<file path="config.mk">
export PLATFORM = sky130hd
export DESIGN_NAME = frame_sched_flat
export DESIGN_NICKNAME = d
export VERILOG_FILES = /design/src/rtl/frame_sched_pkg.sv /design/src/rtl/frame_sched_if.sv /design/src/rtl/frame_sched_vs_edge_det.sv /design/src/rtl/frame_sched.sv /design/src/flat_wrapper.sv
export SDC_FILE = /design/constraint.sdc
export NUM_CORES = 1
export LEC_CHECK = 0
export ABC_AREA = 1
export BUFFER_PORTS_ARGS = -buffer_cell sky130_fd_sc_hd__buf_2
export CELL_PAD_IN_SITES_DETAIL_PLACEMENT = 1
export CELL_PAD_IN_SITES_GLOBAL_PLACEMENT = 2
export CORE_AREA = 2 2 113 197
export CTS_CLUSTER_SIZE = 10
export DETAILED_ROUTE_END_ITERATION = 8
export DIE_AREA = 0 0 115 199
export GPL_ROUTABILITY_DRIVEN = 0
export GPL_TIMING_DRIVEN = 0
export HOLD_SLACK_MARGIN = 0.06
export PLACE_DENSITY = 0.84
export SLEW_MARGIN = 15
export SYNTH_ARGS = -nofsm -noshare
export SYNTH_HDL_FRONTEND = slang
export SYNTH_SLANG_ARGS = --single-unit
</file>
<file path="constraint.sdc">
create_clock -name clk -period 4.2 [get_ports clk]
set_input_delay 0.84 -clock clk [delete_from_list [all_inputs] [get_ports clk]]
set_output_delay 0.84 -clock clk [all_outputs]
set_load 0.005 [all_outputs]
</file>
<file path="src/rtl/frame_sched_pkg.sv">
// Shared types and widths for the per-frame render/edit sequencer.
package frame_sched_pkg;

  typedef enum logic [2:0] {
    IDLE,
    LATCH,
    RENDER,
    DRAIN,
    EDIT
  } state_t;

  localparam int POS_W   = 17;
  localparam int ANG_W   = 16;
  localparam int BADDR_W = 15;
  localparam int BID_W   = 5;

endpackage

</file>
<file path="src/rtl/frame_sched_if.sv">
// World-edit request handshake between an edit queue (master) and the sequencer (slave).
interface frame_sched_if;
  import frame_sched_pkg::*;

  logic               wr_req;
  logic [BADDR_W-1:0] wr_addr;
  logic [BID_W-1:0]   wr_data;
  logic               wr_ack;

  modport master (output wr_req, wr_addr, wr_data, input wr_ack);
  modport slave  (input wr_req, wr_addr, wr_data, output wr_ack);

endinterface

</file>
<file path="src/rtl/frame_sched_vs_edge_det.sv">
// Rising-edge detector for the (already synchronous) vsync input.
module vs_edge_det (
  input  logic clk,
  input  logic rst_n,
  input  logic vs_in,
  output logic vs_rise
);

  logic vs_q;

  always_ff @(posedge clk or negedge rst_n) begin
    if (!rst_n) vs_q <= 1'b0;
    else        vs_q <= vs_in;
  end

  assign vs_rise = vs_in & ~vs_q;

endmodule

</file>
<file path="src/rtl/frame_sched.sv">
// Per-frame sequencer: latch pose, start ppl, count pixels, drain, then open a map edit window.
// Optional RENDER watchdog enabled by defining FRAME_SCHED_WDOG_EN.
module frame_sched
  import frame_sched_pkg::*;
#(
  parameter int H_DISP    = 16,
  parameter int V_DISP    = 12,
  parameter int DRAIN_CYC = 32,
  parameter int MAX_EDITS = 8
`ifdef FRAME_SCHED_WDOG_EN
  ,
  parameter int WDOG_CYC  = 65535
`endif
) (
  input  logic               clk,
  input  logic               rst_n,
  input  logic               vs_in,
  input  logic [POS_W-1:0]   pose_x,
  input  logic [POS_W-1:0]   pose_y,
  input  logic [POS_W-1:0]   pose_z,
  input  logic [ANG_W-1:0]   pose_ax,
  input  logic [ANG_W-1:0]   pose_ay,
  input  logic               ppl_valid,
  frame_sched_if.slave       wr,
  output logic               map_we,
  output logic [BADDR_W-1:0] map_waddr,
  output logic [BID_W-1:0]   map_wdata,
  output logic               ppl_start,
  output logic [POS_W-1:0]   p_pos_x,
  output logic [POS_W-1:0]   p_pos_y,
  output logic [POS_W-1:0]   p_pos_z,
  output logic [ANG_W-1:0]   p_angle_x,
  output logic [ANG_W-1:0]   p_angle_y,
  output logic               busy,
  output logic               overrun,
  output logic [15:0]        frame_cnt
);

  localparam int PIX_TOTAL = H_DISP * V_DISP;
  localparam int PIX_W     = $clog2(PIX_TOTAL + 1);
  localparam int DRAIN_W   = $clog2(DRAIN_CYC + 1);
  localparam int EDIT_W    = $clog2(MAX_EDITS + 1);

  localparam logic [PIX_W-1:0]   PIX_LAST   = PIX_W'(PIX_TOTAL - 1);
  localparam logic [DRAIN_W-1:0] DRAIN_LAST = DRAIN_W'(DRAIN_CYC - 1);
  localparam logic [EDIT_W-1:0]  EDIT_LAST  = EDIT_W'(MAX_EDITS - 1);

`ifdef FRAME_SCHED_WDOG_EN
  localparam int WDOG_W = $clog2(WDOG_CYC + 1);
  localparam logic [WDOG_W-1:0] WDOG_LAST = WDOG_W'(WDOG_CYC - 1);

  logic [WDOG_W-1:0] wdog_cnt;
  logic              wdog_trip;
`endif

  state_t             state;
  logic               vs_rise;
  logic               wr_ack_q;
  logic [PIX_W-1:0]   pix_cnt;
  logic [DRAIN_W-1:0] drain_cnt;
  logic [EDIT_W-1:0]  edit_cnt;

  vs_edge_det u_vs_edge_det (
    .clk     (clk),
    .rst_n   (rst_n),
    .vs_in   (vs_in),
    .vs_rise (vs_rise)
  );

  assign wr.wr_ack = wr_ack_q;
  assign map_we    = wr_ack_q;

  // A grant is never issued while the previous ack is still high: the requester
  // only replaces its request on the cycle after the ack.
  always_ff @(posedge clk or negedge rst_n) begin
    if (!rst_n) begin
      state     <= IDLE;
      wr_ack_q  <= 1'b0;
      map_waddr <= '0;
      map_wdata <= '0;
      ppl_start <= 1'b0;
      p_pos_x   <= '0;
      p_pos_y   <= '0;
      p_pos_z   <= '0;
      p_angle_x <= '0;
      p_angle_y <= '0;
      busy      <= 1'b0;
      overrun   <= 1'b0;
      frame_cnt <= '0;
      pix_cnt   <= '0;
      drain_cnt <= '0;
      edit_cnt  <= '0;
`ifdef FRAME_SCHED_WDOG_EN
      wdog_cnt  <= '0;
      wdog_trip <= 1'b0;
`endif
    end else begin
      ppl_start <= 1'b0;
      wr_ack_q  <= 1'b0;

      if (vs_rise && busy) overrun <= 1'b1;

      unique case (state)
        IDLE: begin
          if (vs_rise) begin
            state <= LATCH;
            busy  <= 1'b1;
          end else if (wr.wr_req && !wr_ack_q) begin
            wr_ack_q  <= 1'b1;
            map_waddr <= wr.wr_addr;
            map_wdata <= wr.wr_data;
          end
        end

        LATCH: begin
          p_pos_x   <= pose_x;
          p_pos_y   <= pose_y;
          p_pos_z   <= pose_z;
          p_angle_x <= pose_ax;
          p_angle_y <= pose_ay;
          ppl_start <= 1'b1;
          pix_cnt   <= '0;
          state     <= RENDER;
`ifdef FRAME_SCHED_WDOG_EN
          wdog_cnt  <= '0;
          wdog_trip <= 1'b0;
`endif
        end

        RENDER: begin
          if (ppl_valid) pix_cnt <= pix_cnt + 1'b1;
          if (ppl_valid && pix_cnt == PIX_LAST) begin
            state     <= DRAIN;
            drain_cnt <= '0;
          end
`ifdef FRAME_SCHED_WDOG_EN
          else if (wdog_cnt == WDOG_LAST) begin
            state     <= DRAIN;
            drain_cnt <= '0;
            overrun   <= 1'b1;
            wdog_trip <= 1'b1;
          end
          wdog_cnt <= wdog_cnt + 1'b1;
`endif
        end

        DRAIN: begin
          if (drain_cnt == DRAIN_LAST) begin
            state    <= EDIT;
            busy     <= 1'b0;
            edit_cnt <= '0;
`ifdef FRAME_SCHED_WDOG_EN
            if (!wdog_trip) frame_cnt <= frame_cnt + 16'd1;
`else
            frame_cnt <= frame_cnt + 16'd1;
`endif
          end else begin
            drain_cnt <= drain_cnt + 1'b1;
          end
        end

        // A vsync here closes the window without being remembered as a frame start.
        EDIT: begin
          if (vs_rise) begin
            state <= IDLE;
          end else if (!wr_ack_q) begin
            if (wr.wr_req) begin
              wr_ack_q  <= 1'b1;
              map_waddr <= wr.wr_addr;
              map_wdata <= wr.wr_data;
              edit_cnt  <= edit_cnt + 1'b1;
              if (edit_cnt == EDIT_LAST) state <= IDLE;
            end else begin
              state <= IDLE;
            end
          end
        end

        default: state <= IDLE;
      endcase
    end
  end

endmodule

</file>
<file path="src/flat_wrapper.sv">
// flat-port wrapper written by rule: the top's interface ports become plain ports
module frame_sched_flat import frame_sched_pkg::*;
#(
  parameter int H_DISP    = 16,
  parameter int V_DISP    = 12,
  parameter int DRAIN_CYC = 32,
  parameter int MAX_EDITS = 8

)
  (clk, rst_n, vs_in, pose_x, pose_y, pose_z, pose_ax, pose_ay, ppl_valid, map_we, map_waddr, map_wdata, ppl_start, p_pos_x, p_pos_y, p_pos_z, p_angle_x, p_angle_y, busy, overrun, frame_cnt, wr_wr_req, wr_wr_addr, wr_wr_data, wr_wr_ack);
  frame_sched_if wr_i ();
  input  logic clk;
  input  logic rst_n;
  input  logic vs_in;
  input  logic [POS_W-1:0] pose_x;
  input  logic [POS_W-1:0] pose_y;
  input  logic [POS_W-1:0] pose_z;
  input  logic [ANG_W-1:0] pose_ax;
  input  logic [ANG_W-1:0] pose_ay;
  input  logic ppl_valid;
  output logic map_we;
  output logic [BADDR_W-1:0] map_waddr;
  output logic [BID_W-1:0] map_wdata;
  output logic ppl_start;
  output logic [POS_W-1:0] p_pos_x;
  output logic [POS_W-1:0] p_pos_y;
  output logic [POS_W-1:0] p_pos_z;
  output logic [ANG_W-1:0] p_angle_x;
  output logic [ANG_W-1:0] p_angle_y;
  output logic busy;
  output logic overrun;
  output logic [15:0] frame_cnt;
  input wire logic [$bits(wr_i.wr_req)-1:0] wr_wr_req;
  input wire logic [$bits(wr_i.wr_addr)-1:0] wr_wr_addr;
  input wire logic [$bits(wr_i.wr_data)-1:0] wr_wr_data;
  output wire logic [$bits(wr_i.wr_ack)-1:0] wr_wr_ack;
  assign wr_i.wr_req = wr_wr_req;
  assign wr_i.wr_addr = wr_wr_addr;
  assign wr_i.wr_data = wr_wr_data;
  assign wr_wr_ack = wr_i.wr_ack;
  frame_sched #(.H_DISP(H_DISP), .V_DISP(V_DISP), .DRAIN_CYC(DRAIN_CYC), .MAX_EDITS(MAX_EDITS)) u_core (.clk(clk), .rst_n(rst_n), .vs_in(vs_in), .pose_x(pose_x), .pose_y(pose_y), .pose_z(pose_z), .pose_ax(pose_ax), .pose_ay(pose_ay), .ppl_valid(ppl_valid), .wr(wr_i), .map_we(map_we), .map_waddr(map_waddr), .map_wdata(map_wdata), .ppl_start(ppl_start), .p_pos_x(p_pos_x), .p_pos_y(p_pos_y), .p_pos_z(p_pos_z), .p_angle_x(p_angle_x), .p_angle_y(p_angle_y), .busy(busy), .overrun(overrun), .frame_cnt(frame_cnt));
endmodule
</file>
==> results by stage <==
Critical path:
- At the worst endpoint, the required time is 3.36 ns.
- Traced cell by cell, the critical path runs through buf_4 > buf_2.
- The endpoint identified for the worst register-to-register timing path is u_core.p_pos_y[7]$_DFFE_PN0P_.
- The worst setup path is launched from a flop.
- In this run the critical register-to-register path is launched from u_core.state[1]$_DFFE_PN0P_.
- The delay of the slowest cell on the worst path is 0.39 ns.
- The critical path's slowest cell is sky130_fd_sc_hd__dfrtp_1.
- The depth of the worst register-to-register path is 6.
- The worst setup path is captured at an output pin.
- The worst setup path is of the reg -> out kind.
- At the worst endpoint, the arrival time is 1.05 ns.
- The critical-path maximum fanout is 3.
- The setup check on the worst reg-to-reg path leaves a slack of 2.60 ns.

Timing:
- Setup repair after global routing left no endpoint under its margin.
- The final count of hold timing violations is 0.
- Across the routed clock network, the largest skew measured is 0.007691 ns.
- At the pin with the least slew margin, the transition time is between 0.7 and 0.8 ns.
- Headroom to the max-slew limit came out at 51.12%.
- The max-slew violation count is 0.
- Setup violations remaining at the end of the flow were counted as 0.
- The fmax is 530.0 MHz.
- The ratio of final minimum period to clock period is 44.92%.
- The minimum clock period is 1.887 ns.
- Setup slack on the critical path of the routed design comes to 2.313 ns.

Detailed routing:
- The via total after detailed routing is 5533.
- The total iterations of the first detailed-routing run is 4.
- The routed wire length per instance is 14.48 µm.
- Using the TritonRoute via totals, the vias-per-cell ratio works out to 4.423.
- The number of violations reported at the end of detailed-routing iteration 0 is 168.
- After detailed routing, the number of remaining DRC violations is 0.
- The final wirelength is 18120 µm.
- The detail route stage leaves a number of antenna-violating nets equal to 0.

Logic synthesis:
- The Yosys warning count is 0.
- The portion of netlist area occupied by mux cells is 0%.
- By area the synthesized netlist is led by sky130_fd_sc_hd__dfrtp_1 60%, sky130_fd_sc_hd__nand2_1 25%, sky130_fd_sc_hd__nor2_1 2.2%.
- The largest family of logic cells by synthesized area is simple AND/OR/NAND/NOR gates.
- The number of synthesized register bits is 145.
- Synthesis produced a netlist with a net count of roughly 840.
- Counting distinct cell types in the post-synthesis netlist gives 28.
- The area fraction in compound gates after synthesis is 1.663%.
- Summing the areas of all and, or, nand and nor instances in the mapped netlist gives 32.31% of the synthesized area.
- The synthesized area per cell is about 8.3 µm².
- The portion of synthesized cell area occupied by the leading cell type is 59.52%.
- After synthesis the cells add up to 6096 µm².
- Sequential cells were found to cover 59.52% of the synthesized design area.
- The largest total area in the synthesized netlist belongs to sky130_fd_sc_hd__dfrtp_1.
- Synthesis produced a netlist whose cell count is 732.
- The synthesized netlist devotes 0.8210% of its cell area to adder and majority cells.
- Of the total synthesized cell area, the portion taken by XOR and XNOR cells is 1.293%.

Clocking:
- After clock tree synthesis, the setup repair step added 0 buffers.
- The post-CTS resize count is 0.
- Hold repair after CTS inserted 0 buffers.
- Clock-pin slew was measured on the worst setup and hold paths at 0.06 ns.
- Counting along the longest clock path gives a buffer depth of 2.
- TritonCTS built the clock tree.
- The clock sink count is 145.
- The cell sitting at the root of the clock tree is a sky130_fd_sc_hd__clkbuf_16.
- The clock reaches the later pin of the worst-skew pair after 0.42 ns.
- The number of buffers inserted during clock tree synthesis is 17.
- The H-tree was split into 4 levels.

Power:
- The worst-case IR drop observed on VDD is ~0.37 mV.
- The power per standard cell area is around 700 nW/µm².
- The leakage power is 4.699 nW.

Die:
- The row count is 71.
- The initial cell density of the core is 28.59%.
- The number of top-level pins is 232.
- The core region is 21320 µm².
- The horizontal die dimension is 115 µm.
- The total die area is 22890 µm².
- Measured along the y axis, the die boundary spans ~200 µm.

Finish:
- The storage element area is 3628 µm².
- The area of combinational cells with multiple inputs is 2200 µm².
- In the layout the commonest cells are 408 x sky130_fd_sc_hd__nand2_1, 246 x sky130_fd_sc_hd__buf_2, 145 x sky130_fd_sc_hd__dfrtp_1, 35 x sky130_fd_sc_hd__nor2_1, 33 x sky130_fd_sc_hd__inv_1.
- Cells with a size suffix above 1 make up 29.35% of the layout.
- The library cell used most frequently in the layout, excluding fill and tap cells, is sky130_fd_sc_hd__nand2_1.
- After the last flow step, the layout net total stands at 1095.
- The count of fill cells added during filler insertion is between 2k and 3k.
- Compared with the post-synthesis result, the final layout area differs by 34.15%.
- The summed area of non-filler cells in the final layout is 8178 µm².

GRT:
- The number of global-route vias before repair came to about 5.8k.
- The first global-routing pass estimated just under 30000 µm of wire.
- The number of antenna violations at the first check in global routing is 0.
- The global-route congestion overflow total is 0.
- For this run, the total global-route usage over all layers was measured as 16.35%.
- Entering global routing, the biggest net connects 93 pins.

Run:
- The number of maximum-capacitance violations is 0.

Placement:
- The count of buffers added on input and output ports is 231.
- Once placement finished, the instance area stood at roughly 7600 µm².
- The detailed placement HPWL is about 14000 µm.
- The setup slack after placement is 2.179 ns.

Hold path:
- The type of the worst min-delay path is in -> async.

Status:
- The run finished with clean final reports.
[cells in the mapped netlist, drive strengths merged]
library cell    n
nand2         411
dfrtp         145
inv            39
nor2           38
nand3          26
buf            18
o21ai          13
nand4           9
clkbuf          6
xor2            6
nand3b          5
ha              4
a21oi           3
xnor2           3
o21bai          2
nor3            1
nor3b           1
o22ai           1
or2             1
[layout make-up]
cell class	count	share of cell area, %
flip-flops and latches	145	44.37
diodes	1	0.03060
clock buffers	26	5.982
well taps	255	3.901
repair buffers	232	14.60
clock inverters	5	0.9486
multi-input cells	524	26.90
plain buffers	24	1.484
inverters	39	1.790
[per-stage QoR]
stage                     power, mW  hold WS (ns)  TNS, ns  utilization (%)  instances
final                         5.672        0.4390        0            38.36       1251
after global routing          6.192        0.4782        0            38.35       1250
after CTS                     5.818        0.4616        0            38.35       1250
after detailed placement      4.284        0.4530        0            35.69       1219
after global placement        4.202        0.4482   -11.21            35.51       1218
after floorplan               3.296        0.4654        0                -        732
[layer usage]
| layer | share of wire, % | vias up | global-route usage, % |
|---|---|---|---|
| met3 | 4.4 | 23 | 4.357 |
| met1 | 35 | 2634 | 16.24 |
| met4 | 2.0 | 0 | 7.006 |
| li1 | - | 2742 | - |
| met2 | 58 | 134 | 31.18 |
| met5 | 0 | - | 0 |
[worst max path at each step]
stage	slack (ns)	cells past startpoint	start	end
after CTS	2.27	1	u_core.frame_cnt[13]$_DFFE_PN0P_	frame_cnt[13]
final	2.31	2	u_core.map_we$_DFF_PN0_	wr_wr_ack
after global placement	-0.09	1	rst_n	u_core.p_angle_y[14]$_DFFE_PN0P_
after floorplan	2.58	8	vs_in	u_core.map_waddr[0]$_DFFE_PN0P_
after detailed placement	2.18	9	vs_in	u_core.map_wdata[0]$_DFFE_PN0P_
after global routing	2.25	1	u_core.frame_cnt[13]$_DFFE_PN0P_	frame_cnt[13]
[registers in the layout (all words and copies together) (netlist names)]
signal and cells:
u_core.drain_cnt 6, u_core.map_we 1, u_core.ppl_start 1, u_core.overrun 1
u_core.map_waddr 15, u_core.edit_cnt 4, u_core.pix_cnt 8, u_core.p_angle_x 16
u_core.frame_cnt 16, u_core.busy 1, u_core.p_angle_y 16, u_core.p_pos_y 17
u_core.map_wdata 5, u_core.state 3, u_core.u_vs_edge_det.vs_q 1, u_core.p_pos_z 17
u_core.p_pos_x 17
[logic make-up (layout without fill, tap and decap cells)]
logic type | count (synthesis) | in the layout
xor gates and xnor gates | 9 | 9
and+or+nand+nor | 492 | 492
buffers and inverters | 63 | 326
AOI/OAI and AO/OA | 19 | 19
other | 0 | 1
DFF | 145 | 145
adders and majority gates | 4 | 4
[critical path, delay by kind of cell, from the launching register on]
family / cells / cell delay, ns
buf+inv: 2 / 0.24
flops: 1 / 0.39
[report_power, final]
group	switching (mW)	internal (mW)
Sequential	0.301	1.95
Clock	0.567	0.918
Combinational	1.16	0.770
Total	2.03	3.64
No activity file was read; power rests on OpenSTA's default activity.
